<file path="src/rtl/key_decoder.sv">
// key_decoder: turns PS/2 scan-code set 2 bytes into held-key levels for
// Space, Left arrow and Right arrow. Understands the F0 break prefix and
// the E0 extended prefix. A prefix that is not followed by another byte
// within TIMEOUT_CLKS clocks is dropped.
module key_decoder #(
  parameter int TIMEOUT_CLKS = 1_000_000
) (
  input  logic       clk,
  input  logic       rst,
  input  logic [7:0] rx_data,
  input  logic       rx_valid,
  output logic       key_space,
  output logic       key_left,
  output logic       key_right
);

  localparam int CW = $clog2(TIMEOUT_CLKS) + 1;
  localparam logic [CW-1:0] TMO_LAST = CW'(TIMEOUT_CLKS - 1);

  localparam logic [7:0] SC_BRK   = 8'hF0;
  localparam logic [7:0] SC_EXT   = 8'hE0;
  localparam logic [7:0] SC_SPACE = 8'h29;
  localparam logic [7:0] SC_LEFT  = 8'h6B;
  localparam logic [7:0] SC_RIGHT = 8'h74;

  typedef enum logic [1:0] {IDLE, BRK, EXT, EXT_BRK} state_e;

  state_e        state_q, state_d;
  logic [CW-1:0] cnt_q, cnt_d;
  logic          space_q, space_d;
  logic          left_q, left_d;
  logic          right_q, right_d;
  logic          timeout_hit;

  // A prefix expires only when no byte arrives on the deadline cycle;
  // a byte on that very cycle is decoded as normal.
  assign timeout_hit = (state_q != IDLE) && (cnt_q == TMO_LAST) && !rx_valid;

  // State register and registered key levels
  always_ff @(posedge clk or posedge rst) begin
    if (rst) begin
      state_q <= IDLE;
      space_q <= 1'b0;
      left_q  <= 1'b0;
      right_q <= 1'b0;
    end else begin
      state_q <= state_d;
      space_q <= space_d;
      left_q  <= left_d;
      right_q <= right_d;
    end
  end

  // Next-state decode of prefix bytes
  always_comb begin
    state_d = state_q;
    if (rx_valid) begin
      case (state_q)
        IDLE: begin
          if (rx_data == SC_BRK)      state_d = BRK;
          else if (rx_data == SC_EXT) state_d = EXT;
          else                        state_d = IDLE;
        end
        BRK: state_d = IDLE;
        EXT: begin
          if (rx_data == SC_BRK)      state_d = EXT_BRK;
          else if (rx_data == SC_EXT) state_d = EXT;
          else                        state_d = IDLE;
        end
        EXT_BRK: state_d = IDLE;
        default: state_d = IDLE;
      endcase
    end else if (timeout_hit) begin
      state_d = IDLE;
    end
  end

  // Key level updates on the final byte of a make/break sequence
  always_comb begin
    space_d = space_q;
    left_d  = left_q;
    right_d = right_q;
    if (rx_valid) begin
      case (state_q)
        IDLE:    if (rx_data == SC_SPACE) space_d = 1'b1;
        BRK:     if (rx_data == SC_SPACE) space_d = 1'b0;
        EXT: begin
          if (rx_data == SC_LEFT)  left_d  = 1'b1;
          if (rx_data == SC_RIGHT) right_d = 1'b1;
        end
        EXT_BRK: begin
          if (rx_data == SC_LEFT)  left_d  = 1'b0;
          if (rx_data == SC_RIGHT) right_d = 1'b0;
        end
        default: ;
      endcase
    end
  end

  // Prefix age: cleared by any byte or expiry, counts while mid-sequence,
  // saturates rather than wrapping
  always_comb begin
    cnt_d = cnt_q;
    if (rx_valid || timeout_hit)            cnt_d = '0;
    else if (state_q == IDLE)               cnt_d = '0;
    else if (cnt_q != {CW{1'b1}})           cnt_d = cnt_q + 1'b1;
  end

  // Timeout counter register
  always_ff @(posedge clk or posedge rst) begin
    if (rst) cnt_q <= '0;
    else     cnt_q <= cnt_d;
  end

  assign key_space = space_q;
  assign key_left  = left_q;
  assign key_right = right_q;

endmodule
</file>
<file path="config.mk">
export PLATFORM = sky130hd
export DESIGN_NAME = key_decoder
export DESIGN_NICKNAME = d
export VERILOG_FILES = /design/src/rtl/key_decoder.sv
export SDC_FILE = /design/constraint.sdc
export NUM_CORES = 1
export LEC_CHECK = 0
export CAP_MARGIN = 20
export CELL_PAD_IN_SITES_DETAIL_PLACEMENT = 1
export CELL_PAD_IN_SITES_GLOBAL_PLACEMENT = 2
export CORE_UTILIZATION = 38
export DETAILED_ROUTE_END_ITERATION = 8
export DONT_BUFFER_PORTS = 1
export PLACE_DENSITY_LB_ADDON = 0.1
export SLEW_MARGIN = 10
export SYNTH_ARGS = -nofsm -noshare
export SYNTH_HDL_FRONTEND = slang
export SYNTH_SLANG_ARGS = --single-unit
export TNS_END_PERCENT = 20
</file>
<file path="constraint.sdc">
create_clock -name clk -period 2.4 [get_ports clk]
set_input_delay 0.72 -clock clk [delete_from_list [all_inputs] [get_ports clk]]
set_output_delay 0.72 -clock clk [all_outputs]
set_load 0.01 [all_outputs]
</file>
==> flow_summary.yaml <==
critical_path:
  start_kind: "flop"
  path_cells: "ha_1 -> nand3_1 -> or4_1 -> or4_1 -> a21oi_1"
  path_buf_inv: 0
  cp.depth: 5
  critPathTopFamily: "simple AND/OR/NAND/NOR gates"
  required_ns: 2.62
  r2r_cells: 5
  reg2reg_setup_slack_ns: 0.23
  crit_end: "cnt_q[18]"
  worstReg2RegEnd: "cnt_q[18]"
  crit_top_cell: "or4_1"
  critPathArrivalTime_ns: 2.39
  crit_type: "flop to flop"
  slowest_stage: "or4_1"
  cpPeakStageDelay_ns: 0.67
  cp_max_fo: 8
  crit_path_end_kind: "flop"
  r2r-start: "cnt_q[0]"
  crit_path_start: "cnt_q[0]"
route:
  post-route-drc-count: 0
  wirelength_um: 4480
  ant_nets: 0
  vias: 1460
  dr.pass1.iters: 4
  wire_per_inst_um: 19.6
  drt-initial-drc-count: 75
  viasPerCell: 6.40
cells_and_area:
  area_growth_pct: 10.9
  diodes: 0
  multi_input_area_um2: 827
  stdcell_count: 228
  fillCellCount: 452
  finish.utilization: 0.450
  drive_above_1_share: 0.100
  num-nets-final: 193
  seq_area_um2: 651
synthesis:
  synth_edf_count: 0
  ys_seq_area_frac: 0.425
  yosysUniqueCellTypes: 41
  synth_top_area_cell: "dfrtp_1"
  synth_area_leaders: "dfrtp_1 42%, o21ai_0 5.2%, nor3_1 4.6%"
  yosysWarnings: 0
  synth_top_area_share: 0.425
  syn_area_mm2: 0.00153
  synth_flop_cell: "dfrtp_1"
  ys_seq_elements: 26
  synthArstFlopShare: 1.00
  synth_nets: 184
  synth_cells: 172
  syn_area_per_cell_um2: 8.90
clocking:
  cts_buffer_depth: 2
  clk_latency_ns: 0.29
  clkTransAtPathRegs_ns: 0.10
  ctsHoldBuffers: 0
  cts_resized: 0
  cts_tree: "yes"
  clkSinkCount: 26
  cts_setup_buffers: 0
  cts_inserted_buffers: 3
  root_buffer: "clkbuf_8"
  htree_levels: 1
global_routing:
  use_met3: 0.0330
  antenna_found_initial: 0
  gr-usage-met1: 0.307
  grt_overflow: 0
  grt_pass1_wl_um: 7470
  top_usage_layer: "met2"
  grtUsageMet2: 0.399
  grt_usage: 0.236
  grt_pass1_vias: 1499
  grt_max_degree: 27
sta:
  slew_viol_final: 0
  worst_clock_skew_ns: 0.00389
  worst_slew_pin_slew_ns: 0.558
  holdWs_ns: 0.369
  setup_viol: 0
  finalSetupTns_ns: 0
  relSlewSlack: 0.625
  min_period_ns: 2.17
  rsz0062_at_grt: "no"
  max_clock_freq_mhz: 462
  hold_viol: 0
  fin_crit_sh: 0.902
floorplanning:
  start_util: 0.406
  io-pin-count: 14
  dieArea_mm2: 0.00429
  coreArea_mm2: 0.00377
  die_h_um: 65.5
  fp.dieW_um: 65.5
  placementRows: 22
power:
  ir_worst_vdd_mv: 0.186
  powerDensity_mw_per_mm2: 451
  p_leak_nw: 0.609
  power_mw: 0.766
place:
  placed_cells: 224
  dp_hpwl_um: 3340
  gp_congestion: 0.832
  io_buffers: 0
run:
  cap_viol_max_count: 0
run_status:
  outcome: "finished clean"
min_path:
  hold_path.class: "primary input to asynchronous set/reset pin"
==> metal layers <==
metal / routed length [um] / vias to the layer above / share of wire
met1: 2050 / 744 / 0.46
met3: 126 / 5 / 0.028
met2: 2240 / 20 / 0.50
li1: - / 691 / -
met4: 60 / 0 / 0.013
met5: 0 / - / 0
==> worst register-to-register path, cell delays in order (launching register included) <==
cell,delay [ns]
dfrtp_1,0.43
ha_1,0.22
nand3_1,0.10
or4_1,0.67
or4_1,0.52
a21oi_1,0.15
==> synthesized netlist by cell type, drive strengths merged, types with 2 or more instances <==
master	number
nand3	7
dfrtp	26
or4	6
nand2	11
o21ai	16
a211oi	5
nor4b	2
a21oi	10
inv	8
and4	3
nor2	8
nor4	8
clkbuf	5
nand4	9
o31ai	4
or3	4
nor3	14
mux2i	4
nand3b	2
a31oi	2
==> layout by cell type, fill, tap and decap left out, types with 2 or more instances in the layout <==
| master | count |
|---|---|
| dfrtp_1 | 26 |
| o21ai_0 | 16 |
| nor3_1 | 14 |
| nand2_1 | 10 |
| a21oi_1 | 10 |
| buf_4 | 10 |
| nand4_1 | 9 |
| inv_1 | 8 |
| nor2_1 | 8 |
| nor4_1 | 7 |
| nand3_1 | 6 |
| or4_1 | 6 |
| a211oi_1 | 5 |
| o31ai_1 | 4 |
| mux2i_1 | 4 |
| or3_1 | 4 |
| clkbuf_8 | 4 |
| and4_1 | 3 |
| nor4b_1 | 2 |
| nand3b_1 | 2 |
| a31oi_1 | 2 |
==> stage by stage <==
step,instance area (um2),worst slack [ns]
floorplan,1530,0.464
global placement,1640,0.347
detailed placement,1640,0.263
CTS,1700,0.235
global route,1700,0.0887
finish,1700,0.234
==> registers in the layout, indices dropped and copies added (netlist names) <==
name,count
cnt_q,21
key_left,1
key_right,1
key_space,1
state_q,2
==> worst min-delay path by stage <==
stage | from | endpoint | slack, ns
final | rst | cnt_q[5] | 0.37
after global routing | rst | cnt_q[4] | 0.41
after CTS | rst | cnt_q[4] | 0.39
after detailed placement | key_right | key_right | 0.54
after global placement | key_right | key_right | 0.53
after floorplan | state_q[0] | key_left | 0.49
==> cells by family after synthesis <==
logic type / Yosys count / share of synthesized area
AO/OA/AOI/OAI: 45 / 0.182
buffers and inverters: 14 / 0.0351
flip-flops: 26 / 0.425
multiplexers: 5 / 0.0335
AND/OR/NAND/NOR: 81 / 0.316
adder cells (fa/ha/maj): 1 / 0.00817
==> where the power goes <==
group	switching [mW]	internal [mW]
registers	0.00188	0.439
logic	0.0140	0.00750
clock network	0.156	0.148
==> layout make-up <==
class / count / area share
well taps: 48 / 0.0354
clock buffers: 4 / 0.0324
flip-flops and latches: 26 / 0.383
inverters: 8 / 0.0177
multi-input cells: 132 / 0.487
repair buffers: 10 / 0.0442
No activity file was read; power rests on OpenSTA's default activity.
